$ cat src/rtl/uart_rx_param.sv
// uart_rx_param: parametrised UART receiver. 2-flop synchroniser, 3-sample
// majority vote around mid-bit, optional parity and 1-2 stop bits, and a
// valid/ready holding register that flags overruns when a word is dropped.
module uart_rx_param #(
   parameter int CLK_FREQ  = 300000000,
   parameter int BAUD_RATE = 115200,
   parameter int DATA_BITS = 8,
   parameter int PARITY    = 0,
   parameter int STOP_BITS = 1
) (
   input  logic                 i_clk,
   input  logic                 i_rst,
   input  logic                 i_rx_serial,
   output logic [DATA_BITS-1:0] o_rx_data,
   output logic                 o_rx_valid,
   input  logic                 i_rx_ready,
   output logic                 o_frame_err,
   output logic                 o_parity_err,
   output logic                 o_overrun,
   output logic                 o_rx_active
);
   localparam int CLKS_PER_BIT = CLK_FREQ / BAUD_RATE;
   localparam int H            = CLKS_PER_BIT / 2;
   localparam int CW           = $clog2(CLKS_PER_BIT);
   localparam int BW           = $clog2(DATA_BITS + 1);

   localparam logic [CW-1:0] C_LAST    = CW'(CLKS_PER_BIT - 1);
   localparam logic [CW-1:0] C_S0      = CW'(H - 1);
   localparam logic [CW-1:0] C_S1      = CW'(H);
   localparam logic [CW-1:0] C_S2      = CW'(H + 1);
   localparam logic [BW-1:0] IDX_DLAST = BW'(DATA_BITS - 1);
   localparam logic [BW-1:0] IDX_SLAST = BW'(STOP_BITS - 1);

   typedef enum logic [2:0] {
      S_IDLE,
      S_START,
      S_DATA,
      S_PAR,
      S_STOP
   } state_t;

   state_t               r_state, w_state_nxt;
   logic [CW-1:0]        r_cnt, w_cnt_nxt;
   logic [BW-1:0]        r_bit_idx, w_idx_nxt;
   logic [1:0]           r_sync;
   logic                 r_s0, r_s1;
   logic [DATA_BITS-1:0] r_shift, r_data;
   logic                 r_perr, r_ferr;
   logic                 r_valid, r_ferr_o, r_perr_o, r_overrun, r_active;
   logic                 w_rx_s, w_maj, w_at_mid, w_bit_end;
   logic                 w_done, w_frame_start, w_par_exp, w_ferr_fin;

   assign w_rx_s     = r_sync[1];
   // Third sample is the live synchronised line, so the vote resolves at cnt=H+1.
   assign w_maj      = (r_s0 & r_s1) | (r_s0 & w_rx_s) | (r_s1 & w_rx_s);
   assign w_at_mid   = (r_cnt == C_S2);
   assign w_bit_end  = (r_cnt == C_LAST);
   assign w_par_exp  = (PARITY == 2) ? ^r_shift : ~^r_shift;
   // The last stop bit is folded in combinationally since the frame ends on its vote.
   assign w_ferr_fin = r_ferr | ~w_maj;

   // State, bit timer and bit index registers.
   always_ff @(posedge i_clk) begin
      if (i_rst) begin
         r_state   <= S_IDLE;
         r_cnt     <= '0;
         r_bit_idx <= '0;
      end else begin
         r_state   <= w_state_nxt;
         r_cnt     <= w_cnt_nxt;
         r_bit_idx <= w_idx_nxt;
      end
   end

   // Next-state, timer and bit-index logic; frame start/complete strobes.
   always_comb begin
      w_state_nxt   = r_state;
      w_cnt_nxt     = r_cnt + 1'b1;
      w_idx_nxt     = r_bit_idx;
      w_done        = 1'b0;
      w_frame_start = 1'b0;
      case (r_state)
         S_IDLE: begin
            w_cnt_nxt = '0;
            w_idx_nxt = '0;
            if (!w_rx_s) begin
               w_state_nxt   = S_START;
               w_frame_start = 1'b1;
            end
         end
         S_START: begin
            if (w_at_mid && w_maj) begin
               w_state_nxt = S_IDLE;
               w_cnt_nxt   = '0;
            end else if (w_bit_end) begin
               w_state_nxt = S_DATA;
               w_cnt_nxt   = '0;
               w_idx_nxt   = '0;
            end
         end
         S_DATA: begin
            if (w_bit_end) begin
               w_cnt_nxt = '0;
               if (r_bit_idx == IDX_DLAST) begin
                  w_idx_nxt = '0;
                  if (PARITY != 0) w_state_nxt = S_PAR;
                  else             w_state_nxt = S_STOP;
               end else begin
                  w_idx_nxt = r_bit_idx + 1'b1;
               end
            end
         end
         S_PAR: begin
            if (w_bit_end) begin
               w_state_nxt = S_STOP;
               w_cnt_nxt   = '0;
               w_idx_nxt   = '0;
            end
         end
         S_STOP: begin
            // Leave half a bit early so a back-to-back start edge is not missed.
            if (w_at_mid && r_bit_idx == IDX_SLAST) begin
               w_state_nxt = S_IDLE;
               w_cnt_nxt   = '0;
               w_idx_nxt   = '0;
               w_done      = 1'b1;
            end else if (w_bit_end) begin
               w_cnt_nxt = '0;
               w_idx_nxt = r_bit_idx + 1'b1;
            end
         end
         default: begin
            w_state_nxt = S_IDLE;
            w_cnt_nxt   = '0;
            w_idx_nxt   = '0;
         end
      endcase
   end

   // Synchroniser, vote samples, data shift and per-frame error accumulation.
   always_ff @(posedge i_clk) begin
      if (i_rst) begin
         r_sync  <= 2'b11;
         r_s0    <= 1'b0;
         r_s1    <= 1'b0;
         r_shift <= '0;
         r_perr  <= 1'b0;
         r_ferr  <= 1'b0;
      end else begin
         r_sync <= {r_sync[0], i_rx_serial};
         if (r_cnt == C_S0) r_s0 <= w_rx_s;
         if (r_cnt == C_S1) r_s1 <= w_rx_s;
         for (int k = 0; k < DATA_BITS; k++) begin
            if (r_state == S_DATA && w_at_mid && r_bit_idx == BW'(k)) r_shift[k] <= w_maj;
         end
         if (w_frame_start) begin
            r_perr <= 1'b0;
            r_ferr <= 1'b0;
         end
         if (r_state == S_PAR && w_at_mid) r_perr <= (w_maj != w_par_exp);
         if (r_state == S_STOP && w_at_mid && !w_maj) r_ferr <= 1'b1;
      end
   end

   // Output holding register: load on completion unless a word is still unaccepted.
   always_ff @(posedge i_clk) begin
      if (i_rst) begin
         r_data    <= '0;
         r_valid   <= 1'b0;
         r_ferr_o  <= 1'b0;
         r_perr_o  <= 1'b0;
         r_overrun <= 1'b0;
         r_active  <= 1'b0;
      end else begin
         r_overrun <= 1'b0;
         r_active  <= (w_state_nxt != S_IDLE);
         if (w_done) begin
            if (!r_valid || i_rx_ready) begin
               r_data   <= r_shift;
               r_valid  <= 1'b1;
               r_ferr_o <= w_ferr_fin;
               r_perr_o <= r_perr;
            end else begin
               r_overrun <= 1'b1;
            end
         end else if (r_valid && i_rx_ready) begin
            r_valid <= 1'b0;
         end
      end
   end

   assign o_rx_data    = r_data;
   assign o_rx_valid   = r_valid;
   assign o_frame_err  = r_ferr_o;
   assign o_parity_err = (PARITY != 0) && r_perr_o;
   assign o_overrun    = r_overrun;
   assign o_rx_active  = r_active;

endmodule
$ cat config.mk
export PLATFORM = sky130hd
export DESIGN_NAME = uart_rx_param
export DESIGN_NICKNAME = d
export VERILOG_FILES = /design/src/rtl/uart_rx_param.sv
export SDC_FILE = /design/constraint.sdc
export NUM_CORES = 1
export LEC_CHECK = 0
export ABC_AREA = 1
export CORE_MARGIN = 4
export CORE_UTILIZATION = 45
export CTS_BUF_LIST = sky130_fd_sc_hd__clkbuf_4
export DETAILED_ROUTE_END_ITERATION = 16
export PLACE_DENSITY = 0.71
export SLEW_MARGIN = 20
export SYNTH_ARGS = -nofsm -noshare
export SYNTH_HDL_FRONTEND = slang
export SYNTH_SLANG_ARGS = --single-unit
$ cat constraint.sdc
create_clock -name i_clk -period 4.9 [get_ports i_clk]
set_clock_uncertainty 0.1 [all_clocks]
set_input_delay 0.735 -clock i_clk [delete_from_list [all_inputs] [get_ports i_clk]]
set_output_delay 0.735 -clock i_clk [all_outputs]
set_load 0.01 [all_outputs]
== After elaboration in Yosys (flattened, before gate mapping) ==
Index checks and enable logic that the tools add are counted.
Widths: inputs -> output; s select.

* Bits of input ports: 4
* Bits in registers: 44
* Word-level logic and storage cells: 105

* Muxes and demuxes: 29
* Reductions and logical operators: 27
* $add $sub $neg: 2
* Eq/ne operators: 19
* Bitwise gates (word level): 8

{| class="wikitable"
|+ Operator list
! operator !! number
|-
| $eq 12x11->1 const B || 3
|-
| $mux 12 || 3
|-
| $pmux 12 s3 || 1
|-
| $mux 4 || 6
|-
| $mux 3 || 7
|-
| $eq 4x3->1 const B || 4
|-
| $pmux 4 s4 || 1
|-
| $pmux 3 s5 || 1
|-
| $logic_and 1x1->1 || 14
|-
| $add 12x1->12 const B || 1
|-
| $eq 12x12->1 const B || 1
|-
| $mux 1 || 10
|-
| $eq 4x2->1 const B || 2
|-
| $eq 3x2->1 const B || 2
|-
| $add 4x1->4 const B || 1
|-
| $eq 4x1->1 const B || 1
|-
| $logic_not 4->1 || 1
|-
| $ne 2x2->1 const B || 2
|-
| $reduce_and 2->1 || 2
|-
| $reduce_bool 2->1 || 2
|-
| $reduce_or 2->1 || 2
|-
| $and 1x1->1 || 3
|-
| $eq 3x1->1 const B || 1
|-
| $eq 3x3->1 const B || 1
|-
| 9 further kinds || 13
|}

== Logic depth before layout (Yosys ltp) ==
Gate-level depths: netlist (run 1).

* Depth after elaboration: 7
* Depth in mapped cells: 12
* Depth with buffers taken out: 12

== Least setup slack after synthesis (run 1) ==
Ideal clock, no wire load.

* Kind: input to register
* From: input i_rst
* To: register r_active, in the netlist o_rx_active
* Data arrival time: 1.429 ns
* Cell stages on the path: 5
* Setup slack: 3.255 ns
* Path buffers: 2
* Library setup time: 0.116 ns
* Cells stage by stage: clkbuf_1 inv_1 clkbuf_1 nand2_1 nand2_1

{| class="wikitable"
|+ RTL lines
! element !! line !! text
|-
| start, declared || 12 || <nowiki>input logic i_rst,</nowiki>
|-
| end signal, assigned || 176 || <nowiki>r_active <= (w_state_nxt != S_IDLE);</nowiki>
|-
| end, declared || 49 || <nowiki>logic r_valid, r_ferr_o, r_perr_o, r_overrun, r_active;</nowiki>
|}

==> flow_summary.ini, run 1 <==
[run_status]
run_status = finished clean

[synth]
synth_top_cell_by_area = dfxtp_1
synthArstFlopShare = 0
syn_nets = 319
ys_top_cells_by_area = dfxtp_1 (37%), nand2_1 (7.8%), nor2_1 (6.5%)
yosysMostFrequentCell = nand2_1
ys_top_cells_by_count = nand2_1 (49), dfxtp_1 (44), nor2_1 (41), inv_1 (25), nand3_1 (22)
seq_area_frac_synth = 0.3729
synth_edf_count = 0
netlist_area_mm2 = 0.002362
yosysWarnings = 0
yosys.cell_types.count = 37
synth_flop_cell = dfxtp_1
synth.top_cell.area_share = 0.3729
ys_ff_latch = 44
syn_area_per_cell_um2 = 7.670
synth_cells = 308

[placement]
hpwl_um = 3252
gp_congestion = 0.8145
port_buffers = 15
pre_cts_ws_ns = 2.099

[die]
die_height_um = 80.46
rows = 26
start_util = 0.4625
core_mm2 = 0.005107
die_area_mm2 = 0.006473
fp.dieW_um = 80.46
io_pins = 17

[route]
first_pass_iters = 4
vias = 1875
drt_wl_total_um = 4316
drt_iter0_markers = 100
drc = 0
vias_per_cell = 4.771
detail_route.wl_per_cell_um = 10.98
postRouteAntennaNets = 0

[timing]
finalSetupViolCount = 0
hold_viol = 0
rsz0062_at_grt = no
min_period_ns = 2.376
max_freq_mhz = 421.0
whs_ns = 0.3468
maxSlewViolCount = 0
tns_ns = 0
post-route-period-util = 0.4848
fin_ws_ns = 2.524
relSlewSlack = 0.5763
worstMarginPinSlew_ns = 0.6335

[setup_path]
start_kind = input port
worst_ep_required_time_ns = 5.06
cp_num_buf_inv = 3
r2r_start = r_cnt[0]
cp-end-kind = flop
rr_endpoint = r_cnt[11]
crit_type = input port to flop
critPathMaxStageDelay_ns = 0.88
path_common_cell = nand2_2
slowest_stage = clkdlybuf4s50_1
r2r_slack_ns = 3.11
crit_chain = clkdlybuf4s50_1 > inv_1 > nand2_2 > clkinv_2 > nand2_2 > nor2_1
worstPathMaxFanout = 18
critical_path.top_delay_family = buffers and inverters
arrival_ns = 2.54
reg2regPathDepth = 10

[clock_tree]
cts_htree_levels = 2
numCtsBuffers = 5
cts_setup_buffers = 0
clock_latency_ns = 0.36
clock_sinks = 44
tritoncts = yes
clockBufferDepth = 2
cts.clk_slew.worst_paths_ns = 0.14
postCtsHoldBufs = 0
ctsResizeCount = 0
root_buffer = clkbuf_4

[finish]
syn_to_final_growth_pct = 11.39
nets = 333
final_util = 0.5152
drive_gt1_frac = 0.1641
antenna_cells = 0

[power_and_ir_drop]
power_switching_mw = 0.1374
p_seq_frac = 0.588
p_total_mw = 0.6131
power.density_mw_per_mm2 = 233.0
leakagePower_nw = 1.067
combPwrFrac = 0.032
switching_share = 0.2241
peakVddDrop_v = 0.0001220
p_clk_frac = 0.380
intPower_mw = 0.4757

[hold_path]
min_path_type = flop to flop
whs_endpoint = r_sync[1]
holdCritStartpoint = r_sync[0]
hold_depth = 1

[global_route]
antenna_found_initial = 0
grt_usage = 0.1519
grt_pass1_vias = 1753
grt_max_degree = 19
gr-total-overflow = 0
grt_pass1_wl_um = 7700

[flow_run]
cap_violations = 0
layout make-up:
cell class	instances	area (µm²)
Fill cell	506	2476
Clock buffer	5	37.54
Clock inverter	3	47.55
Tap cell	70	87.58
Multi-Input combinational cell	214	1250
Sequential cell	44	880.8
Inverter	42	177.7
Timing Repair Buffer	15	150.1
worst max-delay path by stage:
stage / slack, ns / cells after the start / from / end
finish: 2.52 / 6 / i_rst / r_cnt[11]
global route: 2.38 / 6 / i_rst / r_cnt[2]
CTS: 2.50 / 6 / i_rst / r_cnt[0]
detailed placement: 2.10 / 6 / i_rst / r_cnt[11]
global placement: 2.16 / 6 / i_rst / r_cnt[11]
floorplan: 3.25 / 5 / i_rst / o_rx_active
cell usage in the layout, fill, tap and decap left out, drive strengths merged:
| master | n |
|---|---|
| conb | 1 |
| o31ai | 1 |
| clkbuf | 5 |
| nor3 | 4 |
| a21boi | 1 |
| ha | 7 |
| dfxtp | 44 |
| nand2 | 61 |
| inv | 37 |
| xnor2 | 3 |
| or2 | 2 |
| bufinv | 2 |
| clkinv | 6 |
| nor2 | 51 |
| clkdlybuf4s50 | 15 |
| a21oi | 18 |
| nand3b | 3 |
| nand3 | 26 |
| o21ai | 16 |
| xor2 | 7 |
| or3 | 1 |
| nand4 | 12 |
sequential cells by signal (all words and copies together), names as in the netlist:
register and flops:
o_overrun 1, r_sync 2, r_s0 1, o_frame_err 1
r_ferr 1, o_rx_valid 1, o_rx_active 1, r_s1 1
r_bit_idx 4, o_rx_data 8, r_state 3, r_cnt 12
r_shift 8
cell families (layout without fill, tap and decap cells):
kind of cell | count (synthesis) | in the layout | synth area share
AOI/OAI and AO/OA | 36 | 36 | 0.07998
xor gates and xnor gates | 10 | 10 | 0.03708
adders and majority gates | 7 | 7 | 0.03707
buffers and inverters | 50 | 65 | 0.09798
DFF | 44 | 44 | 0.3729
other | 1 | 1 | 0.001587
and+or+nand+nor | 160 | 160 | 0.3734
power groups by stage:
stage	Combinational (mW)	Clock (mW)	Sequential [mW]
6_report	0.0194	0.233	0.361
4_1_cts	0.0196	0.242	0.361
3_5_place_dp	0.0195	0	0.368
3_3_place_gp	0.0192	0	0.368
5_1_grt	0.0222	0.257	0.361
2_1_floorplan	0.0146	0	0.368
routing by layer:
layer	up-vias	GRT usage	routed length [µm]
met4	0	0.05574	76
li1	1007	-	-
met3	5	0.03251	164
met2	32	0.2384	1918
met1	831	0.2037	2156
met5	-	0	0
stage by stage:
step | area [µm²] | cells
2_1_floorplan | 2362 | 308
3_3_place_gp | 2546 | 385
3_5_place_dp | 2546 | 385
4_1_cts | 2631 | 393
5_1_grt | 2631 | 393
6_report | 2631 | 393
Power figures use the tool's default switching activity.
==> run 2: changes to the inputs <==
Clock period 4.9 ns to 2.2 ns, I/O delays scaled along.
==> flow_summary.ini, run 2 (synthesis gave the netlist of run 1 again) <==
[finish]
mostFrequentLayoutCells = nand2_1 (49), dfxtp_1 (44), nor2_1 (41)
final_util = 0.5157
layout_commonest_cell = nand2_1
syn_to_final_growth_pct = 11.49
register_area_um2 = 880.8
largest_register_ffs = 12
finish.cell_count_without_fillers = 394
multiInputGateArea_mm2 = 0.001250
fill_cells = 513
top_register = r_cnt
nets = 334
antenna_cells = 0
drive_gt1_frac = 0.1667

[die]
rows = 26
core_mm2 = 0.005107
io_pins = 17
die_area_mm2 = 0.006473
start_util = 0.4625
fp.dieW_um = 80.46
die_height_um = 80.46

[global_route]
gr-total-overflow = 0
grt_usage = 0.1525
antenna_found_initial = 0
grt_pass1_vias = 1744
grt_pass1_wl_um = 7734
grt_max_degree = 18

[clock_tree]
cts_setup_buffers = 0
clock_latency_ns = 0.36
numCtsBuffers = 5
clockBufferDepth = 2
postCtsHoldBufs = 0
cts_htree_levels = 2
cts.clk_slew.worst_paths_ns = 0.12
root_buffer = clkbuf_4
clock_sinks = 44
tritoncts = yes
ctsResizeCount = 0

[setup_path]
worstPathMaxFanout = 6
arrival_ns = 1.94
worst_ep_required_time_ns = 2.36
start_kind = flop
cp-end-kind = flop
crit_type = flop to flop

[route]
postRouteAntennaNets = 0
vias = 1919
drt_wl_total_um = 4446
vias_per_cell = 4.871
detail_route.wl_per_cell_um = 11.28
first_pass_iters = 4
drt_iter0_markers = 139
drc = 0

[placement]
port_buffers = 15
hpwl_um = 3331
dp.cells = 386
gp_congestion = 0.8504

[timing]
finalSetupViolCount = 0
hold_viol = 0
rsz0062_at_grt = no
min_period_ns = 1.778
max_freq_mhz = 562.5
maxSlewViolCount = 0
whs_ns = 0.3208
post-route-period-util = 0.8081
tns_ns = 0

[power_and_ir_drop]
leakagePower_nw = 1.068
peakVddDrop_v = 0.0002865
p_total_mw = 1.348
power.density_mw_per_mm2 = 512.0

[hold_path]
min_path_type = flop to flop

[flow_run]
cap_violations = 0

[run_status]
run_status = finished clean
run 2: per-layer routing:
metal	up-vias	track usage	share of wire
li1	1011	-	-
met1	848	0.1981	0.48
met3	9	0.03700	0.070
met5	-	0	0
met4	0	0.06757	0.022
met2	51	0.2384	0.43
run 2: final timing paths:
path / start / to / slack, ns / depth (start not counted)
hold / removal: r_sync[0] / r_sync[1] / 0.32 / 1
hold reg to reg: r_sync[0] / r_sync[1] / 0.32 / 1
setup / recovery: r_cnt[0] / r_cnt[11] / 0.42 / 10
setup reg to reg: r_cnt[0] / r_cnt[11] / 0.42 / 10
run 2: critical path: stages, from the launching register on:
cell	delay [ns]
dfxtp_1	0.41
ha_1	0.32
nand2_1	0.08
nor2_1	0.11
nand3_1	0.13
nand2_1	0.11
inv_2	0.04
nand2_2	0.09
clkinv_2	0.10
nand2_2	0.13
nor2_1	0.06
run 2: power breakdown:
part | internal, mW | total, mW | leakage, nW | switching, mW
logic | 0.0173 | 0.0453 | 0.672 | 0.0279
clock network | 0.237 | 0.501 | 0.0412 | 0.264
registers | 0.800 | 0.803 | 0.355 | 0.00245
run 2: through the flow:
step                      cell area [µm²]  setup slack [ns]
after floorplan                      2362            0.6175
after global placement               2554            0.4841
after detailed placement             2554            0.4328
after CTS                            2634            0.4214
after global routing                 2634            0.2401
final                                2634            0.4223
run 2: cell type report:
type	instances	area share
multi-input combinational	214	0.4746
inverter	42	0.06746
clock buffer	5	0.01425
tap	70	0.03325
timing repair buffer	16	0.05986
sequential	44	0.3344
clock inverter	3	0.01615
==> run 3: changes to the inputs <==
Clock period 2.2 ns to 1.8 ns, I/O delays scaled along.
==> flow_summary.ini, run 3 (synthesis gave the netlist of run 1 again) <==
[setup_path]
reg2regPathDepth = 8
crit_chain = ha_4 > nand3_4 > inv_1 > nand3_4 > inv_2 > nand3_4 > o21ai_1 > nor2_1
cp-end-kind = flop
worst_ep_required_time_ns = 1.98
arrival_ns = 1.82
crit_type = flop to flop
slowest_stage = dfxtp_1
start_kind = flop
path_common_cell = nand3_4
critPathMaxStageDelay_ns = 0.44
worstPathMaxFanout = 5

[timing]
tns_ns = 0
hold_viol = 0
min_period_ns = 1.636
whs_ns = 0.3318
post-route-period-util = 0.9089
maxSlewViolCount = 0
finalSetupViolCount = 0
max_freq_mhz = 611.2

[die]
rows = 26
io_pins = 17
die_area_mm2 = 0.006473
fp.dieW_um = 80.46
die_height_um = 80.46
start_util = 0.4625
core_mm2 = 0.005107

[clock_tree]
tritoncts = yes
cts.clk_slew.worst_paths_ns = 0.14
root_buffer = clkbuf_4
numCtsBuffers = 5
clock_latency_ns = 0.36
cts_htree_levels = 2
clockBufferDepth = 2
clock_sinks = 44

[finish]
mostFrequentLayoutCells = nand2_1 (49), dfxtp_1 (43), nor2_1 (41)
drive_gt1_frac = 0.1884
nets = 339
largest_register_ffs = 12
fill_cells = 512
top_register = r_cnt
syn_to_final_growth_pct = 14.04
register_area_um2 = 882.1
layout_commonest_cell = nand2_1
antenna_cells = 0
multiInputGateArea_mm2 = 0.001275
final_util = 0.5274

[hold_path]
min_path_type = flop to flop
hold_depth = 1

[global_route]
grt_pass1_wl_um = 7983
antenna_found_initial = 0
grt_usage = 0.1575
grt_max_degree = 16
gr-total-overflow = 0
grt_pass1_vias = 1875

[route]
first_pass_iters = 6
postRouteAntennaNets = 0
vias = 1882
vias_per_cell = 4.717
drt_iter0_markers = 106
detail_route.wl_per_cell_um = 11.47
drt_wl_total_um = 4577
drc = 0

[power_and_ir_drop]
p_total_mw = 1.678
power.density_mw_per_mm2 = 622.8
peakVddDrop_v = 0.0003113
leakagePower_nw = 1.085

[placement]
hpwl_um = 3488
gp_congestion = 0.8539
port_buffers = 15

[run_status]
run_status = finished clean

[flow_run]
cap_violations = 0
==> run 3: cell types whose count changed in the layout (fill, tap and decap cells not counted), sizes merged <==
cell    previous run  this run
nand3             26        27
inv               37        38
clkinv             5         4
buf                1         5
==> run 3: cell type report <==
cell class,instances,share of cell area
Clock buffer,5,0.01393
Clock inverter,3,0.01719
Inverter,42,0.06595
Multi-Input combinational cell,215,0.4733
Sequential cell,44,0.3275
Tap cell,70,0.03251
Timing Repair Buffer,20,0.06967
==> run 3: per-layer routing <==
| metal | wire length, µm | vias to the layer above | GRT usage |
|---|---|---|---|
| met5 | 0 | - | 0 |
| met4 | 70 | 0 | 0.05068 |
| met3 | 197 | 7 | 0.04036 |
| met2 | 1992 | 34 | 0.2591 |
| met1 | 2317 | 819 | 0.2003 |
| li1 | - | 1022 | - |
==> run 3: through the flow <==
| step | worst slack (ns) | cells | instance area, µm² |
|---|---|---|---|
| after CTS | 0.04003 | 398 | 2668 |
| after global placement | 0.1377 | 390 | 2584 |
| after floorplan | 0.2175 | 308 | 2362 |
| after detailed placement | 0.05126 | 390 | 2584 |
| final | 0.1639 | 399 | 2694 |
| after global routing | -0.0008187 | 399 | 2694 |
==> run 3: repair_timing <==
item                                    4_1_cts  5_1_grt
hold buffers                                  0        0
endpoints found under the setup margin        0       26
buffers inserted                              0        0
hold endpoints to repair                      0        0
resized for setup                             0        4
==> run 3: power breakdown <==
group | internal [mW] | switching, mW
clock network | 0.297 | 0.341
logic | 0.0233 | 0.0350
registers | 0.978 | 0.00346
==> run 3: worst paths after layout <==
kind,start,endpoint,slack [ns]
min reg2reg,r_sync[0],r_sync[1],0.33
max reg2reg,r_cnt[1],o_rx_data[6],0.16
min,r_sync[0],r_sync[1],0.33
max,r_cnt[1],o_rx_data[6],0.16
==> run 3: critical path, delay by kind of cell (launching register included) <==
kind                       cells  cell delay (ns)
buffers and inverters          2             0.25
DFF                            1             0.44
and+or+nand+nor                4             0.38
AOI/OAI and AO/OA              1             0.18
adders and majority gates      1             0.21
